==> src/rtl/ecall_io32.sv <==
// ecall I/O unit: switch reads gated by a debounced confirm press,
// LED / seven-segment writes, and the pipeline stall for pending reads.
module ecall_io32 #(
    parameter int DB_CYCLES = 100000
) (
    input  logic        clock,
    input  logic        reset_n,
    input  logic        IORead,
    input  logic        IOWrite,
    input  logic [31:0] rega7,
    input  logic [31:0] rega0,
    input  logic [15:0] switch_in,
    input  logic        confirm_btn,
    output logic [31:0] io_rdata,
    output logic        io_stall,
    output logic        io_done,
    output logic [15:0] led_out,
    output logic [31:0] seg_data
);

    localparam int CW = (DB_CYCLES > 1) ? $clog2(DB_CYCLES) : 1;
    localparam logic [CW-1:0] DB_MAX = CW'(DB_CYCLES - 1);

    typedef enum logic [1:0] {
        IDLE,
        WAIT_REL,
        WAIT_PRESS,
        DONE
    } state_t;

    state_t state, state_n;

    logic [15:0]   sw_s1, sw_s2;
    logic          btn_s1, btn_s2;
    logic [CW-1:0] db_cnt;
    logic          db_lvl;
    logic          wr_done;
    logic          busy;
    logic          capture;
    logic          wr_en;
    logic [31:0]   rd_val;

    always_ff @(posedge clock or negedge reset_n) begin
        if (!reset_n) begin
            sw_s1  <= '0;
            sw_s2  <= '0;
            btn_s1 <= 1'b0;
            btn_s2 <= 1'b0;
        end else begin
            sw_s1  <= switch_in;
            sw_s2  <= sw_s1;
            btn_s1 <= confirm_btn;
            btn_s2 <= btn_s1;
        end
    end

    // Level flips only after DB_CYCLES consecutive disagreeing samples.
    always_ff @(posedge clock or negedge reset_n) begin
        if (!reset_n) begin
            db_cnt <= '0;
            db_lvl <= 1'b0;
        end else if (btn_s2 == db_lvl) begin
            db_cnt <= '0;
        end else if (db_cnt == DB_MAX) begin
            db_cnt <= '0;
            db_lvl <= ~db_lvl;
        end else begin
            db_cnt <= db_cnt + 1'b1;
        end
    end

    always_ff @(posedge clock or negedge reset_n) begin
        if (!reset_n) state <= IDLE;
        else          state <= state_n;
    end

    always_comb begin
        state_n = state;
        busy    = 1'b0;
        capture = 1'b0;
        unique case (state)
            IDLE: begin
                if (IORead) begin
                    state_n = WAIT_REL;
                    busy    = 1'b1;
                end
            end
            WAIT_REL: begin
                busy = 1'b1;
                if (!db_lvl) state_n = WAIT_PRESS;
            end
            // Only reachable with db_lvl low, so a high level is a fresh press.
            WAIT_PRESS: begin
                busy = 1'b1;
                if (db_lvl) begin
                    state_n = DONE;
                    capture = 1'b1;
                end
            end
            DONE: state_n = IDLE;
            default: state_n = IDLE;
        endcase
    end

    always_comb begin
        rd_val = '0;
        case (rega7)
            32'd0: rd_val = {24'b0, sw_s2[7:0]};
            32'd1: rd_val = {{24{sw_s2[7]}}, sw_s2[7:0]};
            32'd2: rd_val = {16'b0, sw_s2};
            32'd3: rd_val = {24'b0, sw_s2[15:8]};
            default: rd_val = '0;
        endcase
    end

    assign wr_en = (state == IDLE) && IOWrite && !IORead;

    always_ff @(posedge clock or negedge reset_n) begin
        if (!reset_n) begin
            io_rdata <= '0;
            led_out  <= '0;
            seg_data <= '0;
            wr_done  <= 1'b0;
        end else begin
            wr_done <= 1'b0;
            if (capture) io_rdata <= rd_val;
            if (wr_en && rega7 == 32'd4) begin
                led_out <= rega0[15:0];
                wr_done <= 1'b1;
            end
            if (wr_en && rega7 == 32'd5) begin
                seg_data <= rega0;
                wr_done  <= 1'b1;
            end
        end
    end

    assign io_stall = reset_n & busy;
    assign io_done  = (state == DONE) | wr_done;

endmodule

==> config.mk <==
export PLATFORM = sky130hd
export DESIGN_NAME = ecall_io32
export DESIGN_NICKNAME = d
export VERILOG_FILES = /design/src/rtl/ecall_io32.sv
export SDC_FILE = /design/constraint.sdc
export NUM_CORES = 1
export LEC_CHECK = 0
export BUFFER_PORTS_ARGS = -buffer_cell sky130_fd_sc_hd__buf_2
export CAP_MARGIN = 20
export CORE_MARGIN = 10
export CORE_UTILIZATION = 52
export CTS_BUF_LIST = sky130_fd_sc_hd__clkbuf_8
export DETAILED_ROUTE_END_ITERATION = 10
export GPL_TIMING_DRIVEN = 0
export PLACE_DENSITY_LB_ADDON = 0.1
export SYNTH_ARGS = -nofsm -noshare
export SYNTH_HDL_FRONTEND = slang
export SYNTH_SLANG_ARGS = --single-unit
==> constraint.sdc <==
create_clock -name clock -period 5.45 [get_ports clock]
set_clock_uncertainty 0.15 [all_clocks]
set_input_delay 0.8175 -clock clock [delete_from_list [all_inputs] [get_ports clock]]
set_output_delay 0.8175 -clock clock [all_outputs]
set_load 0.1 [all_outputs]
### After elaboration in Yosys (flattened, before gate mapping)

Cells that the tools add are included.
Widths: inputs -> output; s select.

| word-level totals | value |
|---|---|
| input bits | 85 |
| register bits after elaboration | 135 |

| cells by class | value |
|---|---|
| mux-type cells | 13 |
| reduce and logical (&&, ||, !) cells | 10 |
| add/subtract/negate cells | 1 |
| bitwise operators | 4 |
| eq/ne operators | 13 |

Operator list:

| cell | count |
|---|---|
| $pmux 32 s4 | 1 |
| $eq 32x2->1 const B | 2 |
| $eq 32x3->1 const B | 2 |
| $mux 17 | 2 |
| $eq 32x1->1 const B | 1 |
| $logic_not 32->1 | 1 |
| $add 17x1->17 const B | 1 |
| $eq 17x17->1 const B | 1 |
| $pmux 2 s4 | 1 |
| $mux 2 | 3 |
| $ne 2x2->1 const B | 3 |
| $mux 1 | 5 |
| $eq 2x2->1 const B | 2 |
| $logic_and 1x1->1 | 4 |
| $reduce_and 3->1 | 1 |
| $eq 2x1->1 const B | 1 |
| $logic_not 2->1 | 1 |
| $not 1->1 | 2 |
| $pmux 1 s2 | 1 |
| $reduce_and 2->1 | 1 |
| $reduce_or 2->1 | 1 |
| $and 1x1->1 | 1 |
| $eq 1x1->1 | 1 |
| $logic_not 1->1 | 1 |
| $or 1x1->1 | 1 |

### Longest topological paths before layout

Gate-level depths: netlist of run 1.

| logic depth | value |
|---|---|
| depth after elaboration | 6 |
| mapped depth | 7 |
| gate-level depth less buffers | 6 |

### Worst setup path before layout of run 1

OpenSTA, ideal clock, no wires.

| timing path | value |
|---|---|
| path type | input-to-output |
| start point | in IORead |
| end point | out io_stall |
| stages on the path | 2 |
| arrival time | 3064 ps |
| required time | 4483 ps |
| path slack | 1418 ps |
| cell sequence | a21oi_1 > nor3b_1 |

| on the way | value |
|---|---|
| longest elaborated chain between the ends | 3 |

Ends and longest elaborated chain:

| element | line | source |
|---|---|---|
| from (decl) | 8 | `input logic IORead,` |
| $mux 1 | 83 | `if (IORead) begin` |
| $pmux 1 s2 | 81 | `unique case (state)` |
| $and 1x1->1 | 138 | `assign io_stall = reset_n & busy;` |
| to (decl) | 15 | `output logic io_stall,` |

No other way between the ends.

### Final worst setup path of run 1

| timing path | value |
|---|---|
| start point | in reset_n |
| end point | out io_stall |

| on the way | value |
|---|---|
| longest elaborated chain between the ends | 1 |

Ends and longest elaborated chain:

| element | line | source |
|---|---|---|
| from (decl) | 7 | `input logic reset_n,` |
| $and 1x1->1 | 138 |  |

No other way between the ends.

==> impl_metrics.yaml, run 1 <==
clock_network:
  cts_root_buffer: "clkbuf_8"
  post-cts-setup-buffers: 0
  clk_pin_slew_worst_paths_ns: 0.08
  clock_sink_count: 120
  cts_buffer_depth: 2
  cts-buffers-inserted: 17
  htree_levels: 4
  clk_latency_ns: 0.42
  cts_tree: "yes"
  postCtsHoldBufs: 0
  cts_resized: 0
sta:
  drv_slew: 0
  hold_viol_final: 0
  postLayoutSetupSlackWorst_ns: 2.24
  rsz0062_at_grt: "no"
  final.period_utilization: 0.589
  relSlewSlack: 0.429
  worst_pin_slew_ns: 0.848
  max_clock_freq_mhz: 311
  fin_tns_setup_ns: 0
  fin_crit_ns: 3.21
  setup_violations: 0
routing:
  viasPerCell: 5.18
  first_pass_iters: 4
  routed_wl_um: 11600
  ant_nets: 0
  drt-initial-drc-count: 114
  vias: 3470
  routedWlPerCell_um: 17.3
  drc_errors: 0
synth:
  ys_seq_elements: 120
  synth.area.top_cells: "dfrtp_1 62%, mux2_2 11%, o31ai_2 2.6%"
  yosysTopAreaCell: "dfrtp_1"
  synth_edf_count: 0
  syn_inst: 360
  yosysTopAreaCellShare: 0.619
  synth_fp_nets: 451
  ys_seq_area_frac: 0.619
  synth_top_cells_by_count: "120 x dfrtp_1, 48 x mux2_2, 29 x nand2_1"
  ys_types: 39
  avgSynthCellArea_um2: 13.5
  synth_most_common_cell: "dfrtp_1"
  yosys_warnings: 0
  synth_flop_cell: "dfrtp_1"
  syn_area_um2: 4850
  synth-async-reset-ratio: 1.00
setup_path:
  cp.required_ns: 4.48
  crit_start: "reset_n"
  regToRegStartpoint: "state[0]"
  critPathMaxFanout: 80
  cp-end-kind: "output port"
  start_kind: "primary input"
  r2r_cells: 7
  crit_end: "io_stall"
  reg2reg_slack_ns: 2.56
  max_stage_delay_ns: 0.47
  reg2reg_to: "seg_data[10]"
  crit_slowest_cell: "buf_2"
  critical_path_arrival_ns: 2.24
  path_depth: 4
  path_buf_inv: 3
  criticalPathCategory: "in2out"
  path_cells: "buf_6 -> buf_16 -> nor3b_1 -> buf_2"
  cp_top_family: "buffers and inverters"
grt:
  grt-ovfl-total: 0
  grt_usage: 0.177
  antenna_found_initial: 0
  grt_pass1_vias: 3813
  grt_max_degree: 81
  grt_pass1_wl_um: 18800
min_path:
  hold_class: "in2async"
cells_and_area:
  layout.area.seq_um2: 3000
  nNetsFinal: 637
  layout-area-overhead-vs-synth_pct: 28.2
  antenna_cells: 0
  fill_cells: 694
  post-route-cell-area_um2: 6220
  multi_input_area_um2: 1640
  drive_gt1_frac: 0.519
die:
  start_util: 0.530
  dieArea_um2: 13600
  die_h_um: 117
  core_um2: 9150
  io_pins: 167
  fp.dieW_um: 117
  fp-row-count: 35
pwr:
  powerDensity_nw_per_um2: 297
  switchingPower_mw: 0.526
  ir_drop_v: 0.000176
  p_int_mw: 1.32
  power.share.switching: 0.285
  clockPowerShare: 0.385
  p_seq_frac: 0.501
  p_comb_frac: 0.114
  leakagePower_nw: 3.21
placed_design:
  dp_hpwl_um: 8800
  preCtsSetupSlack_ns: 2.17
  placed_area_um2: 5860
  place_congestion: 0.816
  port_buffers: 166
run_status:
  status: "completed"
run:
  drv_cap: 0
logic make-up after synthesis:
group | share of synthesized area
compound gates | 0.0616
xor+xnor | 0.0235
fa+ha+maj | 0.0155
buf+inv | 0.0433
flops | 0.619
mux | 0.133
simple gates | 0.105
registers in the layout, summed over array words and instances, names as in the netlist:
signal / cells
led_out: 16
sw_s2: 16
btn_s2: 1
seg_data: 32
state: 2
io_rdata: 17
db_lvl: 1
btn_s1: 1
db_cnt: 17
wr_done: 1
sw_s1: 16
worst min-delay path by stage:
stage	end	start	slack (ns)	cells after the start
CTS	db_cnt[16]	reset_n	0.14	1
floorplan	btn_s2	btn_s1	0.18	0
global route	db_cnt[16]	reset_n	0.16	1
finish	db_cnt[9]	reset_n	0.15	1
detailed placement	sw_s2[9]	sw_s1[9]	0.18	0
global placement	sw_s2[12]	sw_s1[12]	0.18	0
cells in the final DEF (no fill, tap or decap), types with 7 or more instances in the layout:
cell type | netlist | final
a21oi_1 | 14 | 14
buf_2 | 6 | 171
buf_4 | 16 | 16
clkbuf_8 | 0 | 18
dfrtp_1 | 120 | 120
mux2_2 | 48 | 48
mux2i_1 | 8 | 8
nand2_1 | 29 | 29
nand3_1 | 7 | 7
nor2_1 | 17 | 17
o31ai_2 | 10 | 10
xor2_1 | 8 | 8
power by group through the flow:
| stage | registers, mW | clock network, mW | logic [mW] |
|---|---|---|---|
| floorplan | 0.940 | 0 | 0.133 |
| global placement | 0.943 | 0 | 0.201 |
| detailed placement | 0.944 | 0 | 0.212 |
| CTS | 0.926 | 0.736 | 0.212 |
| global route | 0.929 | 0.779 | 0.233 |
| finish | 0.927 | 0.711 | 0.210 |
layout make-up:
class | count | area share
Clock inverter | 14 | 0.0185
Timing Repair Buffer | 167 | 0.139
Sequential cell | 120 | 0.483
Tap cell | 111 | 0.0223
Inverter | 6 | 0.00362
Multi-Input combinational cell | 204 | 0.264
Clock buffer | 18 | 0.0398
Buffer | 30 | 0.0302
worst register-to-register path, delay by kind of cell, from the launching register on:
kind / cells / cell delay [ns]
fa+ha+maj: 1 / 0.17
mux: 1 / 0.39
flops: 1 / 0.42
simple gates: 3 / 1.10
buf+inv: 2 / 0.55
per-layer routing:
metal  global-route usage  part of all wire  wire, µm
met5                    0                 0         0
met3               0.0955              0.13      1510
met1                0.199              0.39      4520
met4               0.0601            0.0096       111
met2                0.282              0.47      5440
metrics by stage:
stage	util	hold WS [ns]	instances	power (mW)
final	0.680	0.148	670	1.85
after detailed placement	0.640	0.185	638	1.16
after global routing	0.680	0.156	670	1.94
after floorplan	-	0.181	360	1.07
after global placement	0.636	0.182	637	1.14
after CTS	0.680	0.144	670	1.87
(Power assumes the default switching activity.)
==> inputs of run 2 (changes only) <==
clock period = 3.2 ns   (was 5.45 ns; I/O delays follow)
==> impl_metrics.yaml, run 2 (synthesized netlist as in run 1, its figures left out) <==
placed_design:
  port_buffers: 166
  place_congestion: 0.849
  placed_cells: 638
  dp_hpwl_um: 8600
min_path:
  hold_depth: 1
  min_to: "sw_s1[15]"
  hold_class: "in2reg"
  hp-start: "switch_in[15]"
die:
  core_um2: 9150
  dieArea_um2: 13600
  fp.dieW_um: 117
  fp-row-count: 35
  start_util: 0.530
  io_pins: 167
  die_h_um: 117
pwr:
  total_power_mw: 3.14
  p_int_mw: 2.28
  ir_drop_v: 0.000321
  p_comb_frac: 0.119
  clockPowerShare: 0.378
  p_seq_frac: 0.502
  leakagePower_nw: 3.27
  power.share.switching: 0.276
  switchingPower_mw: 0.866
  powerDensity_nw_per_um2: 493
cells_and_area:
  mostFrequentLayoutCell: "buf_2"
  largest-register: "seg_data"
  nNetsFinal: 653
  antenna_cells: 0
  stdcell_count: 685
  final_cell_mix: "171 x buf_2, 120 x dfrtp_1, 48 x mux2_2"
  largest_register_ff_count: 32
  drive_gt1_frac: 0.505
  fin_util: 0.697
  layout-area-overhead-vs-synth_pct: 31.3
  reg.largest.list: "seg_data: 32 flops, db_cnt: 17 flops, io_rdata: 17 flops"
grt:
  grt_pass1_vias: 3719
  antenna_found_initial: 0
  grt_max_degree: 90
  grt_pass1_wl_um: 18500
  grt-ovfl-total: 0
  grt_usage: 0.173
run:
  drv_cap: 0
clock_network:
  cts-buffers-inserted: 17
  htree_levels: 4
  cts_root_buffer: "clkbuf_8"
  cts_buffer_depth: 2
  post-cts-setup-buffers: 0
  cts_tree: "yes"
  clk_latency_ns: 0.42
  clock_sink_count: 120
  clk_pin_slew_worst_paths_ns: 0.08
setup_path:
  regToRegStartpoint: "state[0]"
  max_stage_delay_ns: 0.53
  criticalPathCategory: "reg2reg"
  reg2reg_to: "seg_data[2]"
  r2r_cells: 7
  critPathMaxFanout: 10
  reg2reg_slack_ns: 0.41
  cp.required_ns: 3.34
  cp-end-kind: "register"
  start_kind: "register"
  critical_path_arrival_ns: 2.93
  cp_top_family: "simple AND/OR/NAND/NOR gates"
  crit_slowest_cell: "nor4_2"
  path_cells: "inv_1 -> ha_1 -> nor2b_1 -> nand4b_1 -> nor4_2 -> buf_2 -> mux2_2"
  crit_start: "state[0]"
  path_buf_inv: 2
sta:
  setup_violations: 0
  rsz0062_at_grt: "no"
  final.period_utilization: 0.872
  fin_tns_setup_ns: 0
  drv_slew: 0
  worst_pin_slew_ns: 0.806
  hold_viol_final: 0
  fin_crit_ns: 2.79
  relSlewSlack: 0.457
  max_clock_freq_mhz: 358
  hold-worst-slack_ns: 0.0294
routing:
  ant_nets: 0
  vias: 3483
  drt-initial-drc-count: 103
  drc_errors: 0
  routedWlPerCell_um: 16.7
  viasPerCell: 5.08
  routed_wl_um: 11400
  first_pass_iters: 4
run_status:
  status: "completed"
-- run 2: changes by cell type in the layout (fill, tap and decap cells not counted), sizes merged --
cell and delta:
clkbuf +1, clkinv -5, clkinvlp +3, dlygate4sd3 +16
-- run 2: worst reg2reg max path, delay by kind of cell, from the launching register on --
kind | cells | cell delay, ns
mux | 1 | 0.37
fa+ha+maj | 1 | 0.17
buf+inv | 2 | 0.52
simple gates | 3 | 1.02
flops | 1 | 0.42
-- run 2: worst max-delay path by stage --
| stage | to | slack (ns) | cells after the start |
|---|---|---|---|
| after CTS | seg_data[2] | 0.37 | 7 |
| final | seg_data[2] | 0.41 | 7 |
| after detailed placement | seg_data[2] | 0.34 | 6 |
| after global routing | seg_data[2] | 0.17 | 7 |
| after global placement | io_stall | -0.76 | 3 |
| after floorplan | io_stall | 0.57 | 4 |
-- run 2: timing repair --
action / in CTS / in global routing
gates resized for setup: 0 / 0
setup endpoints to repair: 0 / 0
hold buffers: 14 / 2
hold endpoints to repair: 44 / 2
-- run 2: layout make-up --
| class | count | area, µm² |
|---|---|---|
| Buffer | 30 | 188 |
| Clock buffer | 19 | 262 |
| Clock inverter | 12 | 91.3 |
| Fill cell | 678 | 2780 |
| Inverter | 6 | 22.5 |
| Multi-Input combinational cell | 204 | 1650 |
| Sequential cell | 120 | 3000 |
| Tap cell | 111 | 139 |
| Timing Repair Buffer | 183 | 1020 |
-- run 2: metrics by stage --
| stage | worst slack, ns | area (µm²) |
|---|---|---|
| after floorplan | 0.575 | 4860 |
| after global routing | 0.173 | 6370 |
| after CTS | 0.367 | 6350 |
| after global placement | -0.757 | 5830 |
| final | 0.410 | 6370 |
| after detailed placement | 0.342 | 5860 |
-- run 2: power groups by stage --
stage / registers (mW) / logic (mW) / clock network (mW)
2_1_floorplan: 1.60 / 0.232 / 0
3_3_place_gp: 1.61 / 0.347 / 0
3_5_place_dp: 1.61 / 0.363 / 0
4_1_cts: 1.58 / 0.378 / 1.22
5_1_grt: 1.58 / 0.411 / 1.31
6_report: 1.58 / 0.375 / 1.19
-- run 2: per-layer routing --
metal | routed length (µm) | up-vias | share of wire | GRT usage
li1 | - | 1655 | - | -
met1 | 4360 | 1673 | 0.38 | 0.182
met2 | 5500 | 140 | 0.48 | 0.294
met3 | 1400 | 15 | 0.12 | 0.0837
met4 | 166 | 0 | 0.015 | 0.0675
met5 | 0 | - | 0 | 0
==> inputs of run 3 (changes only) <==
ABC_AREA = 1   (was not set)
==> impl_metrics.yaml, run 3 <==
cells_and_area:
  nNetsFinal: 911
  largest_register_ff_count: 32
  fin_util: 0.691
  layout-area-overhead-vs-synth_pct: 29.9
  drive_gt1_frac: 0.327
  fill_cells: 863
  largest-register: "seg_data"
  post-route-cell-area_um2: 7110
  stdcell_count: 966
  reg.largest.list: "seg_data: 32 flops, db_cnt: 17 flops, io_rdata: 17 flops"
  mostFrequentLayoutCell: "buf_2"
  antenna_cells: 0
  final_cell_mix: "169 x buf_2, 165 x nand2_1, 120 x dfrtp_1"
setup_path:
  critical_path_arrival_ns: 2.36
  reg2reg_slack_ns: 1.15
  max_stage_delay_ns: 0.54
  criticalPathCategory: "in2out"
  start_kind: "primary input"
  cp-end-kind: "output port"
  crit_slowest_cell: "dlygate4sd3_1"
  cp.required_ns: 2.57
  path_cells: "dlygate4sd3_1 -> clkbuf_8 -> buf_16 -> nor3b_2 -> clkbuf_4"
  critPathMaxFanout: 65
routing:
  first_pass_iters: 6
  ant_nets: 0
  routedWlPerCell_um: 14.2
  drt-initial-drc-count: 248
  viasPerCell: 4.82
  vias: 4657
  drc_errors: 0
  routed_wl_um: 13700
synth:
  syn_area_um2: 5470
  yosysTopAreaCell: "dfrtp_1"
  synth_fp_nets: 707
  syn_inst: 616
  ys_seq_elements: 120
  avgSynthCellArea_um2: 8.88
  yosysTopAreaCellShare: 0.549
  synth_flop_cell: "dfrtp_1"
  synth_top_cells_by_count: "165 x nand2_1, 120 x dfrtp_1, 77 x inv_1"
  ys_seq_area_frac: 0.549
  synth_most_common_cell: "nand2_1"
  ys_types: 29
  synth.area.top_cells: "dfrtp_1 55%, nand2_1 11%, inv_1 5.3%"
  yosys_warnings: 0
  synth_edf_count: 0
  synth-async-reset-ratio: 1.00
sta:
  hold_viol_final: 0
  rsz0062_at_grt: "no"
  fin_tns_setup_ns: 0
  fin_crit_ns: 2.99
  worst_pin_slew_ns: 0.516
  setup_violations: 0
  relSlewSlack: 0.659
  drv_slew: 0
  final.period_utilization: 0.935
  max_clock_freq_mhz: 334
pwr:
  leakagePower_nw: 3.76
  ir_drop_v: 0.000315
  powerDensity_nw_per_um2: 478
  total_power_mw: 3.40
placed_design:
  place_congestion: 0.834
  port_buffers: 166
  dp_hpwl_um: 10500
  placed_area_um2: 6510
  placed_cells: 919
clock_network:
  cts-buffers-inserted: 17
  htree_levels: 4
  clk_pin_slew_worst_paths_ns: 0.07
  post-cts-setup-buffers: 0
  cts_buffer_depth: 2
  cts_tree: "yes"
  cts_root_buffer: "clkbuf_8"
  clock_sink_count: 120
  clk_latency_ns: 0.44
grt:
  grt-busiest-layer: "met2"
  met2_usage: 0.327
  grt_pass1_wl_um: 23000
  grt-ovfl-total: 0
  grt_pass1_vias: 4815
  met3_usage: 0.0803
  grt_usage: 0.193
  met1_usage: 0.213
  grt_max_degree: 66
  antenna_found_initial: 2
die:
  start_util: 0.532
  fp.dieW_um: 123
  io_pins: 167
  dieArea_um2: 15000
  fp-row-count: 37
  core_um2: 10300
  die_h_um: 123
min_path:
  hold_class: "in2reg"
run_status:
  status: "completed"
run:
  drv_cap: 0
-- run 3: cell count changes after synthesis, sizes merged, moves of 5 or more --
cell,delta
mux2,-50
o21ai,+56
nand2,+138
mux2i,-8
a21oi,-8
inv,+72
nand3,+45
nor2,+44
o31ai,-16
or3,-5
xnor2,-5
nor3,+7
-- run 3: critical path: cells and delay by family --
family | cells | cell delay [ns]
buffers and inverters | 4 | 1.63
and+or+nand+nor | 1 | 0.21
-- run 3: kinds of logic (layout without fill, tap and decap cells) --
| logic type | count (synthesis) | in the layout | synth area share |
|---|---|---|---|
| AO/OA/AOI/OAI | 67 | 67 | 0.0835 |
| XOR/XNOR | 6 | 6 | 0.00961 |
| adder cells (fa/ha/maj) | 6 | 6 | 0.0137 |
| buffers and inverters | 109 | 323 | 0.0965 |
| flip-flops | 120 | 120 | 0.549 |
| AND/OR/NAND/NOR | 308 | 308 | 0.248 |
-- run 3: layout make-up --
type	instances	area, µm²	area share
buffer	30	231	0.0326
sequential	120	3000	0.423
timing repair buffer	185	1050	0.148
inverter	79	297	0.0417
clock buffer	21	289	0.0407
multi-input combinational	387	1940	0.274
tap	136	170	0.0239
clock inverter	8	121	0.0171
-- run 3: path summary, 6_finish.rpt --
| kind | startpoint | endpoint | depth (start not counted) |
|---|---|---|---|
| worst min register to register | sw_s1[14] | sw_s2[14] | 0 |
| max in group asynchronous | reset_n | sw_s1[12] | 3 |
| worst min-delay path | rega0[20] | seg_data[20] | 3 |
| worst max register to register | state[0] | io_rdata[2] | 7 |
| worst max-delay path | reset_n | io_stall | 5 |
| min in group asynchronous | reset_n | seg_data[23] | 2 |
-- run 3: what timing repair did --
| item | CTS | global route |
|---|---|---|
| hold buffers | 17 | 1 |
| endpoints found under the hold margin | 72 | 1 |
| gates resized for setup | 0 | 2 |
| setup endpoints to repair | 0 | 1 |
-- run 3: metal layers --
metal / routed length (µm) / share of wire
met2: 7010 / 0.51
met5: 14 / 0.0010
met4: 208 / 0.015
met1: 5290 / 0.39
met3: 1160 / 0.085
-- run 3: report_power, final --
| part | total, mW | internal (mW) | leakage [nW] | switching (mW) |
|---|---|---|---|---|
| clock network | 1.41 | 0.836 | 0.209 | 0.569 |
| registers | 1.58 | 1.56 | 1.50 | 0.0243 |
| logic | 0.408 | 0.132 | 2.05 | 0.276 |
| total | 3.40 | 2.53 | 3.76 | 0.870 |
-- run 3: stage by stage --
step / setup WS (ns) / hold WS [ns]
global placement: -0.798 / 0.184
floorplan: 0.594 / 0.0344
finish: 0.208 / 0.119
global route: 0.0317 / 0.104
CTS: 0.0161 / 0.00302
detailed placement: 0.580 / 0.185
